[config.mk]
export PLATFORM = sky130hd
export DESIGN_NAME = machine_log_buffer_flat
export DESIGN_NICKNAME = d
export VERILOG_FILES = /design/src/rtl/machine_log_buffer_if.sv /design/src/rtl/machine_log_buffer.sv /design/src/flat_wrapper.sv
export SDC_FILE = /design/constraint.sdc
export NUM_CORES = 1
export LEC_CHECK = 0
export BUFFER_PORTS_ARGS = -buffer_cell sky130_fd_sc_hd__buf_2
export CAP_MARGIN = 10
export CORE_MARGIN = 3
export CORE_UTILIZATION = 45
export CTS_CLUSTER_SIZE = 20
export DETAILED_ROUTE_END_ITERATION = 12
export PLACE_DENSITY = 0.67
export SLEW_MARGIN = 0
export SYNTH_ARGS = -nofsm -noshare
export SYNTH_HDL_FRONTEND = slang
export SYNTH_SLANG_ARGS = --single-unit
export TNS_END_PERCENT = 30
[constraint.sdc]
create_clock -name clock -period 4.3 [get_ports clock]
set_input_delay 0.645 -clock clock [delete_from_list [all_inputs] [get_ports clock]]
set_output_delay 0.645 -clock clock [all_outputs]
set_load 0.01 [all_outputs]
[src/rtl/machine_log_buffer_if.sv]
// Record-capture and reader bundle of the vending-machine event log.
// The producer/reader side uses master; the log buffer uses slave.
interface machine_log_buffer_if #(
  parameter int PARAM_WIDTH = 4,
  parameter int SEQ_WIDTH   = 8,
  parameter int TS_WIDTH    = 16
);
  logic                   log_valid;
  logic [1:0]             log_operator;
  logic                   log_status;
  logic [PARAM_WIDTH-1:0] log_param2;
  logic [PARAM_WIDTH-1:0] log_param3;
  logic [PARAM_WIDTH-1:0] log_param4;

  logic                   rd_valid;
  logic                   rd_ready;
  logic [1:0]             rd_operator;
  logic                   rd_status;
  logic [PARAM_WIDTH-1:0] rd_param2;
  logic [PARAM_WIDTH-1:0] rd_param3;
  logic [PARAM_WIDTH-1:0] rd_param4;
  logic [SEQ_WIDTH-1:0]   rd_seq;
  logic [TS_WIDTH-1:0]    rd_timestamp;

  modport master (
    output log_valid, log_operator, log_status, log_param2, log_param3, log_param4,
    output rd_ready,
    input  rd_valid, rd_operator, rd_status, rd_param2, rd_param3, rd_param4,
    input  rd_seq, rd_timestamp
  );

  modport slave (
    input  log_valid, log_operator, log_status, log_param2, log_param3, log_param4,
    input  rd_ready,
    output rd_valid, rd_operator, rd_status, rd_param2, rd_param3, rd_param4,
    output rd_seq, rd_timestamp
  );
endinterface

[src/rtl/machine_log_buffer.sv]
// Circular event log: tagged, sequence-numbered, timestamped records with
// per-operator filtering, drop-newest or overwrite-oldest full policy and flush.
module machine_log_buffer #(
  parameter int DEPTH       = 16,
  parameter int PARAM_WIDTH = 4,
  parameter int SEQ_WIDTH   = 8,
  parameter int TS_WIDTH    = 16,
  parameter int OVERWRITE   = 0
) (
  input  logic                       clock,
  input  logic                       reset_n,
  machine_log_buffer_if.slave        bus,
  input  logic [3:0]                 op_enable,
  input  logic                       clear,
  output logic [$clog2(DEPTH+1)-1:0] count,
  output logic                       full,
  output logic                       empty,
  output logic [7:0]                 dropped_count
);
  localparam int AW = $clog2(DEPTH);
  localparam int CW = $clog2(DEPTH+1);

  typedef struct packed {
    logic [1:0]             op;
    logic                   status;
    logic [PARAM_WIDTH-1:0] p2;
    logic [PARAM_WIDTH-1:0] p3;
    logic [PARAM_WIDTH-1:0] p4;
    logic [SEQ_WIDTH-1:0]   seq;
    logic [TS_WIDTH-1:0]    ts;
  } rec_t;

  rec_t mem [DEPTH];

  logic [AW-1:0]        wr_ptr_reg, wr_ptr_next;
  logic [AW-1:0]        rd_ptr_reg, rd_ptr_next;
  logic [CW-1:0]        count_reg, count_next;
  logic [SEQ_WIDTH-1:0] seq_reg, seq_next;
  logic [TS_WIDTH-1:0]  ts_reg;
  logic [7:0]           dropped_reg, dropped_next;

  logic wr_req, rd_fire, is_full, wr_store, head_adv, drop;
  rec_t wr_rec, head_rec;

  always_comb begin
    wr_req   = bus.log_valid && op_enable[bus.log_operator] && !clear;
    rd_fire  = (count_reg != '0) && bus.rd_ready && !clear;
    is_full  = (count_reg == CW'(DEPTH));
    wr_store = wr_req && (!is_full || rd_fire || (OVERWRITE != 0));
    drop     = wr_req && is_full && !rd_fire;
    // Under overwrite the oldest record is evicted to make room for the new one.
    head_adv = rd_fire || (wr_store && is_full && !rd_fire);

    wr_rec.op     = bus.log_operator;
    wr_rec.status = bus.log_status;
    wr_rec.p2     = bus.log_param2;
    wr_rec.p3     = bus.log_param3;
    wr_rec.p4     = bus.log_param4;
    wr_rec.seq    = seq_reg;
    wr_rec.ts     = ts_reg;

    wr_ptr_next  = wr_ptr_reg;
    rd_ptr_next  = rd_ptr_reg;
    count_next   = count_reg;
    seq_next     = seq_reg;
    dropped_next = dropped_reg;

    if (clear) begin
      wr_ptr_next  = '0;
      rd_ptr_next  = '0;
      count_next   = '0;
      dropped_next = '0;
    end else begin
      if (wr_store) begin
        wr_ptr_next = wr_ptr_reg + AW'(1);
        seq_next    = seq_reg + SEQ_WIDTH'(1);
      end
      if (head_adv)
        rd_ptr_next = rd_ptr_reg + AW'(1);
      if (wr_store && !head_adv)
        count_next = count_reg + CW'(1);
      else if (head_adv && !wr_store)
        count_next = count_reg - CW'(1);
      if (drop && dropped_reg != 8'hFF)
        dropped_next = dropped_reg + 8'd1;
    end
  end

  always_ff @(posedge clock or negedge reset_n) begin
    if (!reset_n) begin
      wr_ptr_reg  <= '0;
      rd_ptr_reg  <= '0;
      count_reg   <= '0;
      seq_reg     <= '0;
      ts_reg      <= '0;
      dropped_reg <= '0;
    end else begin
      wr_ptr_reg  <= wr_ptr_next;
      rd_ptr_reg  <= rd_ptr_next;
      count_reg   <= count_next;
      seq_reg     <= seq_next;
      ts_reg      <= ts_reg + TS_WIDTH'(1);
      dropped_reg <= dropped_next;
    end
  end

  // Storage is left unreset so it can map onto distributed RAM.
  always_ff @(posedge clock) begin
    if (wr_store)
      mem[wr_ptr_reg] <= wr_rec;
  end

  assign head_rec         = mem[rd_ptr_reg];
  assign bus.rd_valid     = (count_reg != '0);
  assign bus.rd_operator  = head_rec.op;
  assign bus.rd_status    = head_rec.status;
  assign bus.rd_param2    = head_rec.p2;
  assign bus.rd_param3    = head_rec.p3;
  assign bus.rd_param4    = head_rec.p4;
  assign bus.rd_seq       = head_rec.seq;
  assign bus.rd_timestamp = head_rec.ts;

  assign count         = count_reg;
  assign full          = is_full;
  assign empty         = (count_reg == '0);
  assign dropped_count = dropped_reg;
endmodule

[src/flat_wrapper.sv]
// flat-port wrapper written by rule: the top's interface ports become plain ports
module machine_log_buffer_flat 
#(
  parameter int DEPTH       = 16,
  parameter int PARAM_WIDTH = 4,
  parameter int SEQ_WIDTH   = 8,
  parameter int TS_WIDTH    = 16,
  parameter int OVERWRITE   = 0
)
  (clock, reset_n, op_enable, clear, count, full, empty, dropped_count, bus_log_valid, bus_log_operator, bus_log_status, bus_log_param2, bus_log_param3, bus_log_param4, bus_rd_ready, bus_rd_valid, bus_rd_operator, bus_rd_status, bus_rd_param2, bus_rd_param3, bus_rd_param4, bus_rd_seq, bus_rd_timestamp);
  machine_log_buffer_if #(.PARAM_WIDTH(PARAM_WIDTH), .SEQ_WIDTH(SEQ_WIDTH), .TS_WIDTH(TS_WIDTH)) bus_i ();
  input  logic clock;
  input  logic reset_n;
  input  logic [3:0] op_enable;
  input  logic clear;
  output logic [$clog2(DEPTH+1)-1:0] count;
  output logic full;
  output logic empty;
  output logic [7:0] dropped_count;
  input wire logic [$bits(bus_i.log_valid)-1:0] bus_log_valid;
  input wire logic [$bits(bus_i.log_operator)-1:0] bus_log_operator;
  input wire logic [$bits(bus_i.log_status)-1:0] bus_log_status;
  input wire logic [$bits(bus_i.log_param2)-1:0] bus_log_param2;
  input wire logic [$bits(bus_i.log_param3)-1:0] bus_log_param3;
  input wire logic [$bits(bus_i.log_param4)-1:0] bus_log_param4;
  input wire logic [$bits(bus_i.rd_ready)-1:0] bus_rd_ready;
  output wire logic [$bits(bus_i.rd_valid)-1:0] bus_rd_valid;
  output wire logic [$bits(bus_i.rd_operator)-1:0] bus_rd_operator;
  output wire logic [$bits(bus_i.rd_status)-1:0] bus_rd_status;
  output wire logic [$bits(bus_i.rd_param2)-1:0] bus_rd_param2;
  output wire logic [$bits(bus_i.rd_param3)-1:0] bus_rd_param3;
  output wire logic [$bits(bus_i.rd_param4)-1:0] bus_rd_param4;
  output wire logic [$bits(bus_i.rd_seq)-1:0] bus_rd_seq;
  output wire logic [$bits(bus_i.rd_timestamp)-1:0] bus_rd_timestamp;
  assign bus_i.log_valid = bus_log_valid;
  assign bus_i.log_operator = bus_log_operator;
  assign bus_i.log_status = bus_log_status;
  assign bus_i.log_param2 = bus_log_param2;
  assign bus_i.log_param3 = bus_log_param3;
  assign bus_i.log_param4 = bus_log_param4;
  assign bus_i.rd_ready = bus_rd_ready;
  assign bus_rd_valid = bus_i.rd_valid;
  assign bus_rd_operator = bus_i.rd_operator;
  assign bus_rd_status = bus_i.rd_status;
  assign bus_rd_param2 = bus_i.rd_param2;
  assign bus_rd_param3 = bus_i.rd_param3;
  assign bus_rd_param4 = bus_i.rd_param4;
  assign bus_rd_seq = bus_i.rd_seq;
  assign bus_rd_timestamp = bus_i.rd_timestamp;
  machine_log_buffer #(.DEPTH(DEPTH), .PARAM_WIDTH(PARAM_WIDTH), .SEQ_WIDTH(SEQ_WIDTH), .TS_WIDTH(TS_WIDTH), .OVERWRITE(OVERWRITE)) u_core (.clock(clock), .reset_n(reset_n), .bus(bus_i), .op_enable(op_enable), .clear(clear), .count(count), .full(full), .empty(empty), .dropped_count(dropped_count));
endmodule
==> results of run 1 <==
-- power by group --
group | switching [uW] | total (uW) | internal [uW]
registers | 182 | 7410 | 7230
logic | 1090 | 2130 | 1040
clock network | 2360 | 5900 | 3530
-- stage by stage --
step	total power (uW)	hold WS, ns	cell area (sq um)
final	15400	0.195	29900
after CTS	15600	0.175	29900
after global routing	16000	0.234	29900
after floorplan	8990	0.349	26100
after detailed placement	9720	0.465	27700
after global placement	9700	0.468	27700
-- synthesized netlist by cell type (8+ instances only) --
cell	n
and2_1	9
dfrtp_1	45
a21oi_1	42
xnor2_1	28
nand4_1	8
nor2_1	56
a22oi_1	39
edfxtp_1	624
mux2_2	79
mux4_2	117
and3_1	12
nand2_1	19
nand3_1	13
ha_1	12
buf_2	15
o22ai_1	40
clkbuf_1	43
o21ai_0	46
-- worst max path at each step --
stage / from / end / slack [ns] / cells after the start
2_1_floorplan: clear / u_core.count[4] / 0.73 / 12
3_3_place_gp: clear / u_core.count[4] / 0.73 / 11
3_5_place_dp: clear / u_core.count[4] / 0.64 / 11
4_1_cts: u_core.rd_ptr_reg[1] / bus_rd_param2[1] / 0.49 / 7
5_1_grt: u_core.rd_ptr_reg[1] / bus_rd_operator[1] / 0.44 / 7
6_report: u_core.rd_ptr_reg[1] / bus_rd_operator[1] / 0.53 / 7
-- final cells by class --
type | count | area [sq um]
fillers | 4434 | 26900
flip-flops and latches | 669 | 19900
multi-input cells | 572 | 5920
clock buffers | 84 | 1850
repair buffers | 124 | 948
well taps | 756 | 946
clock inverters | 35 | 383
inverters | 6 | 22.5
-- metal layers --
metal | global-route usage | wire, um | vias to the layer above
met5 | 0 | 0 | -
met4 | 0.0539 | 1200 | 0
met3 | 0.0343 | 3590 | 94
met2 | 0.293 | 26400 | 459
met1 | 0.265 | 24100 | 6800
li1 | - | - | 5648
-- kinds of logic (layout without fill, tap and decap cells) --
family / count (synthesis) / in the layout / synth area share
AOI/OAI and AO/OA: 180 / 180 / 0.0418
xor gates and xnor gates: 33 / 33 / 0.0111
adders and majority gates: 13 / 13 / 0.00653
buffers and inverters: 72 / 249 / 0.0114
DFF: 669 / 669 / 0.763
muxes: 200 / 200 / 0.137
and+or+nand+nor: 146 / 146 / 0.0296
-- cells in the final DEF, fill, tap and decap left out, drive strengths merged, types with 2 or more instances in the layout --
| cell type | netlist | routed |
|---|---|---|
| nand3 | 14 | 14 |
| and2 | 9 | 9 |
| nor2 | 56 | 56 |
| dfrtp | 45 | 45 |
| nor4 | 4 | 4 |
| a21oi | 42 | 42 |
| and3 | 12 | 12 |
| a21o | 2 | 2 |
| o21ai | 47 | 47 |
| nor3 | 2 | 2 |
| mux2 | 80 | 80 |
| nand2b | 4 | 4 |
| bufinv | 0 | 8 |
| edfxtp | 624 | 624 |
| nand2 | 19 | 19 |
| a22oi | 39 | 39 |
| xor2 | 5 | 5 |
| xnor2 | 28 | 28 |
| or4b | 2 | 2 |
| and4 | 7 | 7 |
| nor2b | 2 | 2 |
| clkbuf | 43 | 84 |
| buf | 23 | 124 |
| clkinv | 0 | 23 |
| o21a | 2 | 2 |
| ha | 12 | 12 |
| o22ai | 40 | 40 |
| inv | 6 | 9 |
| nand4 | 8 | 8 |
| mux2i | 3 | 3 |
| o31ai | 3 | 3 |
| mux4 | 117 | 117 |
==> metrics.txt, run 1 <==
status=finished, final reports clean; startpoint type of the worst setup path=flip-flop; max FFs per register=624; CP max-delay cell=dfrtp_4; synthesis warning total=0; die area=0.0608 sq mm; Antenna diodes=0; Critical Path RT=3.65 ns; CTS tree=done; share of async-settable or async-resettable flops after synthesis=0.0673; EDFF count, synth=624; initial cell density of the core=0.458; CORE AREA=0.0568 sq mm; Worst-Margin Slew=0.851 ns; Max-cap violations=0; HP Class=input pin to async pin; post-route setup TNS=0 ns; power per cell area=516 mW/mm^2; Layout Skew=0.0212 ns; fin cells=2246; share of layout cells above drive strength 1=0.298; Seq/Total Area, Yosys=0.763; row count=87; post-synthesis cell type count=50; synthesis-to-finish area growth=14.9%; Gate Count Post-Synth=1313; CP Max Fanout=23; min Tclk post-route=3.77 ns; via count=13001; Max IR drop VDD=0.331 mV; root buffer cell=clkbuf_16; Slew Viols, Final=0; Post-CTS Resized=0; R2R setup slack=1.06 ns; clock buffer depth=3; Inst Count DP=2127; Area contributors post-synth=edfxtp_1 (72%), mux4_2 (10%), dfrtp_1 (4.3%), mux2_2 (3.4%), a22oi_1 (1.1%); Final setup violation count=0; CP Cell Sequence=nand2b_2 > buf_4 > o22ai_1 > nor2_1 > a21oi_1 > o21ai_0 > buf_2; Initial DRC Count=1095; leakage=0.00986 uW; DRC viols=0; Chip Height=247 um; global route overflow=0; Skew-Pair Late Insertion Delay=0.58 ns; crit share post-route=0.876; pre-CTS setup slack=0.644 ns; Reg2Reg Depth=9; Cell Area, Synth=0.0260 sq mm; Worst Setup End Kind=primary output; drt pass-1 iters=5; syn avg cell area=19.8 sq um; final count of hold timing violations=0; Clock Sinks=669; die width=247 um; leading area contributor after synthesis=edfxtp_1; vias per cell=5.79; Worst path max stage delay=0.62 ns; reg-to-reg startpoint=u_core.count[0]; io pins=79; Primary FF master, synth=edfxtp_1; number of global-route vias before repair=13636; FMAX=265 MHz; number of nets in the layout=1480; Inserted Clock Buffers=70; DP Wirelength=31.7 mm; Worst EP arrival=3.12 ns; Post-Syn Nets=1350; clock transition at the registers of the reported paths=0.06 ns; number of port buffers=78; first-pass GRT wire length=84.5 mm; gr usage total=0.185; CTS H-Tree Depth=3; DRT antenna net count=0; GPL Wtd Cong=0.782; Yosys reg bits=669; Synth top area share=0.719; wire per inst=24.6 um; final core occ=0.527; # Post-CTS Setup Buffers=0; number of antenna violations at the first check in global routing=0; Final WS setup=0.531 ns; final WL=55.3 mm; hold_buf cts=0; largest net degree at the start of global routing=51; Crit Path Category=flip-flop to primary output; unrepaired setup endpoints after global routing=no; Reg-to-Reg End=u_core.count[4]; CP bufs+invs=2; Slew headroom=0.431; CP delay by family, top=simple AND/OR/NAND/NOR gates
Note: power is estimated with default switching activity, not from simulation.
==> run 2, diff against run 1 <==
GPL_TIMING_DRIVEN = 0   (was not set)
clock period = 3.8 ns   (was 4.3 ns; I/O delays follow)
==> metrics.txt, run 2 (synthesized netlist as in run 1, its figures left out) <==
GPL Wtd Cong=0.763 (-2.4%); synthesis-to-finish area growth=15.3%; first-pass GRT wire length=88.2 mm (+4.4%); row count=87 (unchanged); startpoint type of the worst setup path=flip-flop; Crit Path Category=flip-flop to primary output; Worst-Margin Slew=0.953 ns (+0.102 ns); failing checks=negative hold slack; die area=0.0608 sq mm (unchanged); wire per inst=25.9 um (+5.2%); FMAX=276 MHz; io pins=79 (unchanged); Initial DRC Count=1361 (+24%); initial cell density of the core=0.458 (unchanged); Max IR drop VDD=0.352 mV (+6.4%); CP Max Fanout=10 (-57%); unrepaired setup endpoints after global routing=no; Inserted Clock Buffers=67 (-4.3%); Final setup violation count=0 (unchanged); Worst Setup End Kind=primary output; die width=247 um (unchanged); Skew-Pair Late Insertion Delay=0.59 ns (about the same); clock transition at the registers of the reported paths=0.06 ns (about the same); leakage=0.00992 uW (+0.60%); max FFs per register=624 (unchanged); Critical Path RT=3.23 ns (-0.42 ns); Final WS setup=0.174 ns (-0.357 ns); WHS=-0.00487 ns (-0.200 ns); number of nets in the layout=1513 (+2.2%); number of port buffers=77 (-1.3%); CORE AREA=0.0568 sq mm (unchanged); final count of hold timing violations=3 (+3); min Tclk post-route=3.63 ns; CTS tree=done; DRT antenna net count=0 (unchanged); Slew Viols, Final=0 (unchanged); DRC viols=0 (unchanged); pre-CTS setup slack=-0.683 ns (-1.33 ns); largest net degree at the start of global routing=46 (-9.8%); Max-cap violations=0 (unchanged); HP Class=input pin to async pin; number of global-route vias before repair=13920 (+2.1%); commonest non-fill, non-tap cell in the layout=edfxtp_1; DP Wirelength=35.4 mm (+12%); commonest cells after routing, fill and taps aside=edfxtp_1 (624), mux4_2 (117), buf_2 (82); share of layout cells above drive strength 1=0.293 (-0.00526); crit share post-route=0.954; Layout Skew=0.0207 ns (-0.000496 ns); via count=13351 (+2.7%); final WL=59.1 mm (+6.9%); root buffer cell=clkbuf_16; drt pass-1 iters=5 (unchanged); clock buffer depth=3 (unchanged); Clock Sinks=669 (unchanged); Slew headroom=0.365 (-0.0666); global route overflow=0 (unchanged); Worst EP arrival=3.06 ns (-0.06 ns); Chip Height=247 um (unchanged); CTS H-Tree Depth=3 (unchanged); Antenna diodes=0 (unchanged); status=finished with violations; gr usage total=0.199 (+0.0142); vias per cell=5.85 (+1.0%); number of antenna violations at the first check in global routing=1 (+1); power per cell area=579 mW/mm^2 (+12%)
-- run 2: cell type report --
class / count / area [sq um]
fillers: 4464 / 26800
multi-input cells: 572 / 5910
flip-flops and latches: 669 / 19900
inverters: 6 / 22.5
repair buffers: 95 / 791
clock inverters: 29 / 216
plain buffers: 65 / 349
clock buffers: 91 / 1940
well taps: 756 / 946
-- run 2: metrics by stage --
step | total power, uW | util | cells | setup TNS (ns) | cell area (sq um)
floorplan | 10200 | - | 1313 | 0 | 26100
global placement | 11000 | 0.482 | 2146 | -670.52 | 27400
detailed placement | 11100 | 0.489 | 2163 | -17.65 | 27800
CTS | 17500 | 0.528 | 2283 | -0.0423 | 30000
global route | 18000 | 0.529 | 2283 | 0 | 30000
finish | 17400 | 0.529 | 2283 | 0 | 30000
-- run 2: final timing paths --
check / from / end / slack [ns] / cells after the start
worst max register to register: u_core.count[0] / u_core.count[4] / 0.23 / 9
worst min register to register: u_core.wr_ptr_reg[0] / u_core.wr_ptr_reg[0] / 0.57 / 1
min in group clock: clear / u_core.dropped_count[7] / 0.29 / 3
worst min-delay path: reset_n / u_core.dropped_count[7] / -0.005 / 1
max in group asynchronous: reset_n / u_core.count[0] / 3.23 / 2
worst max-delay path: u_core.rd_ptr_reg[1] / bus_rd_operator[0] / 0.17 / 8
-- run 2: power breakdown --
group	internal (uW)	leakage (uW)	switching, uW
logic	1190	0.00255	1410
registers	8180	0.00632	168
clock network	3790	0.00105	2650
-- run 2: repair_timing --
action | in CTS | in global routing
setup buffers | 0 | 0
gates resized for setup | 27 | 29
endpoints found under the setup margin | 40 | 31
hold buffers | 0 | 0
-- run 2: metal layers --
| metal | wire (um) | share of wire | up-vias | track usage |
|---|---|---|---|---|
| li1 | - | - | 5708 | - |
| met1 | 24300 | 0.41 | 6953 | 0.276 |
| met2 | 28400 | 0.48 | 591 | 0.317 |
| met3 | 5030 | 0.085 | 97 | 0.0498 |
| met4 | 1350 | 0.023 | 2 | 0.0558 |
| met5 | 13 | 0.00022 | - | 0 |
-- run 2: critical path: stages, from the launching register on --
cell      delay (ns)
dfrtp_1         0.43
nand2_1         0.14
clkbuf_1        0.56
buf_2           0.38
o22ai_1         0.14
nor2_1          0.15
a21oi_1         0.06
o21ai_0         0.40
buf_2           0.22
==> run 3, diff against run 2 <==
BUFFER_PORTS_ARGS = not set   (was -buffer_cell sky130_fd_sc_hd__buf_2)
CTS_BUF_LIST = sky130_fd_sc_hd__clkbuf_16   (was not set)
DONT_BUFFER_PORTS = 1   (was not set)
PLACE_DENSITY = 0.66   (was 0.67)
==> metrics.txt, run 3 (synthesized netlist as in run 1, its figures left out) <==
status=finished, final reports clean; largest net degree at the start of global routing=46 (unchanged); initial cell density of the core=0.458 (unchanged); Worst path max stage delay=0.68 ns (+0.12 ns); Worst Setup End Kind=primary output; Slew Viols, Final=0 (unchanged); Critical Path RT=3.23 ns (about the same); via count=13151 (-1.5%); Final WS setup=0.0784 ns (-0.0961 ns); global route overflow=0 (unchanged); drt pass-1 iters=5 (unchanged); # Post-CTS Setup Buffers=0 (unchanged); Total Power=17000 uW (-1.9%); startpoint type of the worst setup path=flip-flop; commonest cells after routing, fill and taps aside=edfxtp_1 (624), mux4_2 (117), mux2_2 (79); Clock Sinks=669 (unchanged); power per cell area=577 mW/mm^2 (-0.22%); gr usage total=0.199 (about the same); Worst EP arrival=3.15 ns (+0.09 ns); vias per cell=5.96 (+1.9%); crit share post-route=0.979 (+0.0253); Chip Height=247 um (unchanged); number of nets in the layout=1438 (-5.0%); DRT antenna net count=0 (unchanged); DP Wirelength=34.8 mm (-1.7%); Initial DRC Count=1522 (+12%); min Tclk post-route=3.72 ns (+0.0961 ns); share of layout cells above drive strength 1=0.241 (-0.0514); io pins=79 (unchanged); CP Max Fanout=10 (unchanged); CP Cell Sequence=clkbuf_1 > clkbuf_1 > clkbuf_1 > a21oi_1 > o21ai_0; final WL=59.2 mm (about the same); die area=0.0608 sq mm (unchanged); clock transition at the registers of the reported paths=0.06 ns (about the same); CTS tree=done; final count of hold timing violations=0 (-3); Final setup violation count=0 (unchanged); row count=87 (unchanged); Skew-Pair Late Insertion Delay=0.59 ns (about the same); commonest non-fill, non-tap cell in the layout=edfxtp_1; FMAX=269 MHz (-2.6%); pre-CTS setup slack=-0.532 ns (+0.150 ns); Inserted Clock Buffers=68 (+1.5%); root buffer cell=clkbuf_16; unrepaired setup endpoints after global routing=yes; HP Class=input pin to flip-flop; max FFs per register=624 (unchanged); clock buffer depth=3 (unchanged); GPL Wtd Cong=0.743 (-2.6%); synthesis-to-finish area growth=13.4%; CP bufs+invs=3 (unchanged); Worst-Margin Slew=0.977 ns (+0.0243 ns); Antenna diodes=0 (unchanged); CTS H-Tree Depth=3 (unchanged); Max-cap violations=0 (unchanged); first-pass GRT wire length=88.4 mm (+0.22%); leakage=0.00956 uW (-3.7%); number of antenna violations at the first check in global routing=0 (-1); die width=247 um (unchanged); number of port buffers=0 (-100%); Crit Path Category=flip-flop to primary output; CORE AREA=0.0568 sq mm (unchanged); number of global-route vias before repair=13705 (-1.5%); WHS=0.0751 ns (+0.0800 ns); Max IR drop VDD=0.407 mV (+16%); CP delay by family, top=buffers and inverters; DRC viols=0 (unchanged); crit-path most repeated cell=clkbuf_1; wire per inst=26.8 um (+3.6%); CP max-delay cell=clkbuf_1; Layout Skew=0.0182 ns (-0.00248 ns); Slew headroom=0.349 (-0.0162)
[run 3: cell types whose count changed in the layout (fill, tap and decap cells not counted), sizes merged]
cell / delta
clkinv: +5
clkbuf: -16
inv: +13
dlygate4sd3: +1
bufinv: +1
buf: -81
[run 3: metrics by stage]
stage          instances  utilization  setup TNS, ns  instance area [sq um]
3_5_place_dp        2085        0.481          -2.83                  27400
3_3_place_gp        2069        0.475        -584.71                  27000
6_report            2206        0.520              0                  29500
2_1_floorplan       1313            -              0                  26100
4_1_cts             2206        0.519          -1.34                  29500
5_1_grt             2206        0.520        -0.0983                  29500
[run 3: routing by layer]
metal / vias up / track usage / share of wire
met5: - / 0 / 0
met2: 544 / 0.308 / 0.47
met3: 86 / 0.0591 / 0.096
met1: 6962 / 0.281 / 0.42
li1: 5559 / - / -
met4: 0 / 0.0456 / 0.019
[run 3: where the power goes]
part           internal, uW  switching, uW
Combinational          1040           1340
Sequential             8180            170
Clock                  3640           2670
Total                 12900           4190
[run 3: path summary, 6_finish.rpt]
kind | start | end | slack, ns | cells past startpoint
worst max register to register | u_core.count[0] | u_core.count[4] | 0.24 | 9
worst max-delay path | u_core.rd_ptr_reg[3] | bus_rd_param2[2] | 0.08 | 5
max in group asynchronous | reset_n | u_core.ts_reg[15] | 3.04 | 2
worst min register to register | u_core.wr_ptr_reg[0] | u_core.wr_ptr_reg[0] | 0.56 | 1
min in group asynchronous | reset_n | u_core.ts_reg[9] | 0.53 | 2
worst min-delay path | bus_log_operator[0] | u_core.mem[7][37] | 0.08 | 0
[run 3: worst reg2reg max path, stage by stage (launching register included)]
cell and delay (ns):
dfrtp_1 0.50, or4_1 0.60, o21ai_1 0.49, nand2_1 0.28, fa_1 0.47, a21o_1 0.19
a21o_1 0.18, and4_1 0.20, or4b_1 0.46, o211ai_1 0.09
[run 3: cell type report]
class	count	area, sq um
Buffer	66	315
Clock buffer	71	1780
Clock inverter	48	318
Fill cell	4499	27300
Inverter	6	22.5
Multi-Input combinational cell	572	5920
Sequential cell	669	19900
Tap cell	756	946
Timing Repair Buffer	18	373
[run 3: repair_timing]
action / 4_1_cts / 5_1_grt
setup endpoints to repair: 40 / 40
hold buffers: 2 / 0
gates resized for setup: 13 / 23
hold endpoints to repair: 45 / 0
